## src/rtl/count_down_sequencer_if.sv

```systemverilog
// count_down_sequencer_if: keys/switches, counter strobes and status between
// the countdown sequencer and its surroundings. The sequencer is the slave
// side; whoever drives the keys and hosts the counter datapath is the master.
interface count_down_sequencer_if #(
    parameter int WIDTH = 4
);
    logic             start;
    logic             pause;
    logic             abort;
    logic [WIDTH-1:0] load_val;
    logic [WIDTH-1:0] cnt_val;
    logic             cnt_load;
    logic [WIDTH-1:0] cnt_load_val;
    logic             cnt_en;
    logic             busy;
    logic             done;
    logic [2:0]       state;

    modport master (
        output start, pause, abort, load_val, cnt_val,
        input  cnt_load, cnt_load_val, cnt_en, busy, done, state
    );

    modport slave (
        input  start, pause, abort, load_val, cnt_val,
        output cnt_load, cnt_load_val, cnt_en, busy, done, state
    );
endinterface

```

## src/rtl/count_down_sequencer.sv

```systemverilog
// count_down_sequencer: control block for the LED-board down-counter.
// Owns the prescaler timebase and issues one-cycle load/decrement strobes
// while sequencing a countdown (start, pause/resume, abort, terminal count).
// Optional macro COUNT_DOWN_DONE_BLINK_EN: in DONE the prescaler keeps
// running and done blinks, toggling on every tick; without it done is a
// steady 1 and the prescaler sits at 0.
module count_down_sequencer #(
    parameter int WIDTH        = 4,
    parameter int PRESCALE_DIV = 25000000,
    parameter int AUTO_RELOAD  = 0
) (
    input logic                   CLOCK,
    input logic                   RESET,
    count_down_sequencer_if.slave bus
);
    localparam int PW = (PRESCALE_DIV > 2) ? $clog2(PRESCALE_DIV) : 1;

    typedef enum logic [2:0] {
        IDLE  = 3'd0,
        LOAD  = 3'd1,
        RUN   = 3'd2,
        PAUSE = 3'd3,
        DONE  = 3'd4
    } state_t;

    state_t           state_q, state_n;
    logic [PW-1:0]    presc_q, presc_n;
    logic             load_q, load_n;
    logic             en_q, en_n;
    logic [WIDTH-1:0] load_val_q, load_val_n;
    logic             busy_q, busy_n;
    logic             done_q, done_n;
    logic             pause_q;
    logic             pause_rise;
    logic             tick;

    assign pause_rise = bus.pause & ~pause_q;
    assign tick       = (presc_q == PW'(PRESCALE_DIV - 1));

    // Next-state, prescaler and strobe decode; abort outranks pause,
    // pause outranks start, start outranks the tick.
    always_comb begin
        state_n    = state_q;
        presc_n    = presc_q;
        load_n     = 1'b0;
        en_n       = 1'b0;
        load_val_n = load_val_q;
        if (bus.abort) begin
            state_n = IDLE;
            presc_n = '0;
        end else begin
            case (state_q)
                IDLE: begin
                    if (bus.start) begin
                        state_n    = LOAD;
                        load_n     = 1'b1;
                        load_val_n = bus.load_val;
                    end
                end
                LOAD: begin
                    state_n = RUN;
                    presc_n = '0;
                end
                RUN: begin
                    // A pause edge on a tick cycle swallows the tick; the
                    // prescaler stays at its terminal value so the tick
                    // fires on the first cycle after resume.
                    if (pause_rise) begin
                        state_n = PAUSE;
                    end else if (tick) begin
                        presc_n = '0;
                        if (bus.cnt_val != '0)
                            en_n = 1'b1;
                        else if (AUTO_RELOAD != 0)
                            load_n = 1'b1;
                        else
                            state_n = DONE;
                    end else begin
                        presc_n = presc_q + 1'b1;
                    end
                end
                PAUSE: begin
                    if (pause_rise)
                        state_n = RUN;
                end
                DONE: begin
                    if (bus.start) begin
                        state_n    = LOAD;
                        load_n     = 1'b1;
                        load_val_n = bus.load_val;
                        presc_n    = '0;
                    end
`ifdef COUNT_DOWN_DONE_BLINK_EN
                    else if (tick) begin
                        presc_n = '0;
                    end else begin
                        presc_n = presc_q + 1'b1;
                    end
`endif
                end
                default: begin
                    state_n = IDLE;
                    presc_n = '0;
                end
            endcase
        end
    end

    // Status flags follow the next state so they line up with state.
    always_comb begin
        busy_n = (state_n == LOAD) || (state_n == RUN) || (state_n == PAUSE);
`ifdef COUNT_DOWN_DONE_BLINK_EN
        if (state_n != DONE)
            done_n = 1'b0;
        else if (state_q != DONE)
            done_n = 1'b1;
        else if (tick)
            done_n = ~done_q;
        else
            done_n = done_q;
`else
        done_n = (state_n == DONE);
`endif
    end

    // State, prescaler, pause edge history and registered outputs.
    always_ff @(posedge CLOCK) begin
        if (RESET) begin
            state_q    <= IDLE;
            presc_q    <= '0;
            load_q     <= 1'b0;
            en_q       <= 1'b0;
            load_val_q <= '0;
            busy_q     <= 1'b0;
            done_q     <= 1'b0;
            pause_q    <= 1'b0;
        end else begin
            state_q    <= state_n;
            presc_q    <= presc_n;
            load_q     <= load_n;
            en_q       <= en_n;
            load_val_q <= load_val_n;
            busy_q     <= busy_n;
            done_q     <= done_n;
            pause_q    <= bus.pause;
        end
    end

    assign bus.cnt_load     = load_q;
    assign bus.cnt_load_val = load_val_q;
    assign bus.cnt_en       = en_q;
    assign bus.busy         = busy_q;
    assign bus.done         = done_q;
    assign bus.state        = state_q;
endmodule

```

## src/flat_wrapper.sv

```systemverilog
// flat-port wrapper written by rule: the top's interface ports become plain ports
module count_down_sequencer_flat 
#(
    parameter int WIDTH        = 4,
    parameter int PRESCALE_DIV = 25000000,
    parameter int AUTO_RELOAD  = 0
)
  (CLOCK, RESET, bus_start, bus_pause, bus_abort, bus_load_val, bus_cnt_val, bus_cnt_load, bus_cnt_load_val, bus_cnt_en, bus_busy, bus_done, bus_state);
  count_down_sequencer_if #(.WIDTH(WIDTH)) bus_i ();
  input logic CLOCK;
  input logic RESET;
  input wire logic [$bits(bus_i.start)-1:0] bus_start;
  input wire logic [$bits(bus_i.pause)-1:0] bus_pause;
  input wire logic [$bits(bus_i.abort)-1:0] bus_abort;
  input wire logic [$bits(bus_i.load_val)-1:0] bus_load_val;
  input wire logic [$bits(bus_i.cnt_val)-1:0] bus_cnt_val;
  output wire logic [$bits(bus_i.cnt_load)-1:0] bus_cnt_load;
  output wire logic [$bits(bus_i.cnt_load_val)-1:0] bus_cnt_load_val;
  output wire logic [$bits(bus_i.cnt_en)-1:0] bus_cnt_en;
  output wire logic [$bits(bus_i.busy)-1:0] bus_busy;
  output wire logic [$bits(bus_i.done)-1:0] bus_done;
  output wire logic [$bits(bus_i.state)-1:0] bus_state;
  assign bus_i.start = bus_start;
  assign bus_i.pause = bus_pause;
  assign bus_i.abort = bus_abort;
  assign bus_i.load_val = bus_load_val;
  assign bus_i.cnt_val = bus_cnt_val;
  assign bus_cnt_load = bus_i.cnt_load;
  assign bus_cnt_load_val = bus_i.cnt_load_val;
  assign bus_cnt_en = bus_i.cnt_en;
  assign bus_busy = bus_i.busy;
  assign bus_done = bus_i.done;
  assign bus_state = bus_i.state;
  count_down_sequencer #(.WIDTH(WIDTH), .PRESCALE_DIV(PRESCALE_DIV), .AUTO_RELOAD(AUTO_RELOAD)) u_core (.CLOCK(CLOCK), .RESET(RESET), .bus(bus_i));
endmodule
```

## config.mk

```make
export PLATFORM = sky130hd
export DESIGN_NAME = count_down_sequencer_flat
export DESIGN_NICKNAME = d
export VERILOG_FILES = /design/src/rtl/count_down_sequencer_if.sv /design/src/rtl/count_down_sequencer.sv /design/src/flat_wrapper.sv
export SDC_FILE = /design/constraint.sdc
export NUM_CORES = 1
export LEC_CHECK = 0
export BUFFER_PORTS_ARGS = -buffer_cell sky130_fd_sc_hd__clkbuf_2
export CAP_MARGIN = 0
export CELL_PAD_IN_SITES_DETAIL_PLACEMENT = 1
export CELL_PAD_IN_SITES_GLOBAL_PLACEMENT = 2
export CORE_MARGIN = 1.5
export CORE_UTILIZATION = 36
export DETAILED_ROUTE_END_ITERATION = 8
export PLACE_DENSITY = 0.89
export SETUP_SLACK_MARGIN = 0.3
export SLEW_MARGIN = 20
export SYNTH_ARGS = -nofsm -noshare
export SYNTH_HDL_FRONTEND = slang
export SYNTH_SLANG_ARGS = --single-unit
```

## constraint.sdc

```tcl
create_clock -name CLOCK -period 3.04 [get_ports CLOCK]
set_input_delay 0.304 -clock CLOCK [delete_from_list [all_inputs] [get_ports CLOCK]]
set_output_delay 0.304 -clock CLOCK [all_outputs]
set_load 0.02 [all_outputs]
```

==> results.txt <==
----------------------------------------------------
[Global route]
  Total gr overflow ... 0
  Maximum number of pins on one net before global-route repair ... 19
  Number of global-route vias before repair ... 1641
  Antenna violations before repair ... 0
  Total routing resource utilization after global routing ... a little under a fifth
  Wire length of the first global-routing pass ... 7.817 mm

[Pwr]
  P per Cell Area ... roughly 470 nW/um^2
  VDD IR-drop max ... ~0.00028 V
  Total leakage power ... 0.7522 nW

[STA]
  F_max ... between 400 and 500 MHz
  Total count of max-transition violations in the final report ... 0
  Setup_tns ... 0 ns
  Worst slew margin relative to its limit ... between 50% and 60%
  Min cycle time layout ... approximately 2.2 ns
  Worst setup skew after layout ... 0.002793 ns
  Final Cycle Share ... roughly 73%
  Fin. Hold Viols ... 0
  Unrepaired setup endpoints after global routing ... no
  Slew at the pin with the worst max-slew slack ... 0.7360 ns
  Setup violation total in the final timing report ... 0

[Die]
  Core outline area ... about 4800 sq um
  Floorplan die area ... approximately 5600 sq um
  # rows ... 25
  Die Y ... between 70 and 80 um
  Initial Util ... a little under two fifths
  Top-Level Pins ... 24
  Die extent in x ... 74.80 um

[Finish]
  Fraction of final layout cells sized beyond drive strength 1 ... between 10% and 20%
  Count of antenna diodes in the layout ... 0
  Most common cell after layout, fill and taps aside ... dfxtp_1
  Most frequent cells in the layout ... dfxtp_1 (37), nor2_1 (28), nand3_1 (23), clkbuf_2 (23), nand2_1 (13)
  Filler cells ... about 600
  Post-synthesis to final-layout area growth ... 16.99%
  Final Net Count ... between 200 and 300
  Finished Cell Area ... about 2200 sq um

[Routing]
  Number of iterations in the first detailed-routing pass ... 4
  Remaining DRCs ... 0
  Highest metal layer with signal wires ... met4
  Number of vias after detailed routing ... 1735
  Drt first-iter violations ... 71
  Met2 wire length ... about 2.1 mm
  Met3 wire length ... 187 um
  Residual antenna-violating net count after detailed routing ... 0
  Via density ... roughly 5.5
  Met1 Wirelength ... roughly 2.3 mm
  Final routed wire length divided by cell count ... around 15 um
  Sum of routed wire length over all layers ... about 4.7 mm

[Yosys]
  Synthesized netlist cell count ... between 200 and 250
  Top_reg_cell synth ... dfxtp_1
  Number of synthesis warnings ... 0
  FF+latch count, synth ... 37
  Synth cell types ... 42
  Synthesized netlist net count ... ~240
  Asr flop ratio synth ... 0%
  Synthesized area divided by synthesized cell count ... 8.321 sq um
  Cell area after technology mapping ... 1856 sq um
  Fraction of the yosys area taken by sequential cells ... between 30% and 40%
  Post-synth EDFFs ... 0

[Clocking]
  TritonCTS sink count ... 37
  Number of buffers inserted by hold repair at cts ... 0
  Deepest clock path buffer count ... 2
  TritonCTS clock tree ... built
  H-tree levels ... 2
  Number of setup buffers added after CTS ... 0
  Clk_lat worst skew ... around 0.29 ns
  Number of CTS-inserted buffers ... 5
  PostCTS Resize Cnt ... 0
  Clock slew at reported path FFs ... around 0.080 ns
  Root buffer cell ... clkbuf_8

[Place]
  Total of buffers placed on input and output ports ... 23
  Area after detailed placement ... around 2100 sq um
  Placer's final routability congestion estimate ... around 0.77
  Post-DP HPWL ... ~3.3 mm

[Job]
  Max-cap viol count ... 0

[Critical path]
  FF-to-FF path depth ... 6
  Worst path arrival time ... roughly 2.5 ns
  Register-to-register setup slack ... 0.82 ns
  Category of the critical setup timing path ... flop to flop
  CP required ... 3.27 ns
  Startpoint kind of the worst setup timing path ... flop
  Top fanout value on the critical path ... 5
  CP Capture Type ... flop

[Run status]
  Result of the run ... complete, no violations

[Hold path]
  Type of the worst min-delay path ... primary input to flop
  Number of cells on the worst hold path ... 3

----------------------------------------------------
-- where the power goes --
part	total, mW	internal (mW)	switching, mW
logic	0.0625	0.0231	0.0394
registers	0.494	0.490	0.00403
clock network	0.454	0.267	0.187
total	1.01	0.780	0.231
-- logic make-up (layout without fill, tap and decap cells) --
family	after synthesis	in the layout	share of synthesized area, %
flip-flops	37	37	39.92
adder cells (fa/ha/maj)	1	1	0.6742
buffers and inverters	14	40	3.034
AND/OR/NAND/NOR	117	117	35.27
AO/OA/AOI/OAI	38	38	13.28
multiplexers	4	4	2.158
XOR/XNOR	12	12	5.664
-- final cells by class --
type / count / area [sq um] / area share (%)
Inverter: 4 / 15.01 / 0.6916
Timing Repair Buffer: 28 / 152.6 / 7.032
Clock buffer: 6 / 82.58 / 3.804
Clock inverter: 2 / 37.54 / 1.729
Sequential cell: 37 / 740.7 / 34.12
Multi-Input combinational cell: 172 / 1059 / 48.76
Tap cell: 67 / 83.83 / 3.862
-- final timing paths --
check                                                 end                      startpoint
setup / recovery          u_core.presc_q[20]$_SDFFE_PP0P_  u_core.presc_q[0]$_SDFFE_PP0P_
hold / removal    u_core.bus.cnt_load_val[1]$_SDFFE_PP0P_                 bus_load_val[1]
setup reg to reg          u_core.presc_q[20]$_SDFFE_PP0P_  u_core.presc_q[0]$_SDFFE_PP0P_
hold reg to reg            u_core.presc_q[1]$_SDFFE_PP0P_  u_core.presc_q[1]$_SDFFE_PP0P_
-- per-layer routing --
| metal | GRT usage [%] | vias up |
|---|---|---|
| li1 | - | 874 |
| met1 | 23.97 | 817 |
| met2 | 29.86 | 37 |
| met3 | 4.552 | 7 |
| met4 | 7.273 | 0 |
| met5 | 0 | - |
-- metrics by stage --
| step | instances | hold WS (ns) | total power [mW] | util (%) | setup WS (ns) |
|---|---|---|---|---|---|
| after CTS | 316 | 0.2336 | 1.023 | 44.77 | 0.8381 |
| after global placement | 308 | 0.4756 | 0.5678 | 42.30 | 0.9169 |
| after global routing | 316 | 0.2402 | 1.046 | 44.77 | 0.6850 |
| after floorplan | 223 | 0.3756 | 0.5430 | - | 1.083 |
| after detailed placement | 308 | 0.4878 | 0.5688 | 42.30 | 0.8384 |
| final | 316 | 0.2396 | 1.011 | 44.77 | 0.8204 |
-- sequential cells by signal, indices dropped and copies added (netlist names) --
register and cells:
u_core.bus.done 1, u_core.pause_q 1, u_core.presc_q 25, u_core.bus.state 3, u_core.bus.cnt_load 1, u_core.bus.cnt_load_val 4, u_core.bus.cnt_en 1, u_core.bus.busy 1
-- synthesized netlist by cell type (4+ instances only) --
cell | number | area, sq um
a21oi_1 | 9 | 45.04
a31oi_1 | 8 | 50.05
clkbuf_1 | 5 | 18.77
dfxtp_1 | 37 | 740.7
inv_1 | 4 | 15.01
mux2i_1 | 4 | 40.04
nand2_1 | 13 | 48.80
nand3_1 | 23 | 115.1
nand4_1 | 9 | 56.30
nor2_1 | 28 | 105.1
nor2b_1 | 4 | 25.02
nor3_1 | 7 | 35.03
nor4_1 | 4 | 25.02
o2111ai_1 | 5 | 43.79
o211ai_1 | 5 | 37.54
o21ai_0 | 5 | 25.02
xor2_1 | 11 | 96.34
-- critical path: stages, from the launching register on --
cell and delay (ns):
dfxtp_1 0.39, ha_1 0.25, nand3_1 0.20, nor4_1 0.50, nand2_1 0.14, or4b_1 0.51, a31oi_1 0.16
Note: power is estimated with default switching activity, not from simulation.
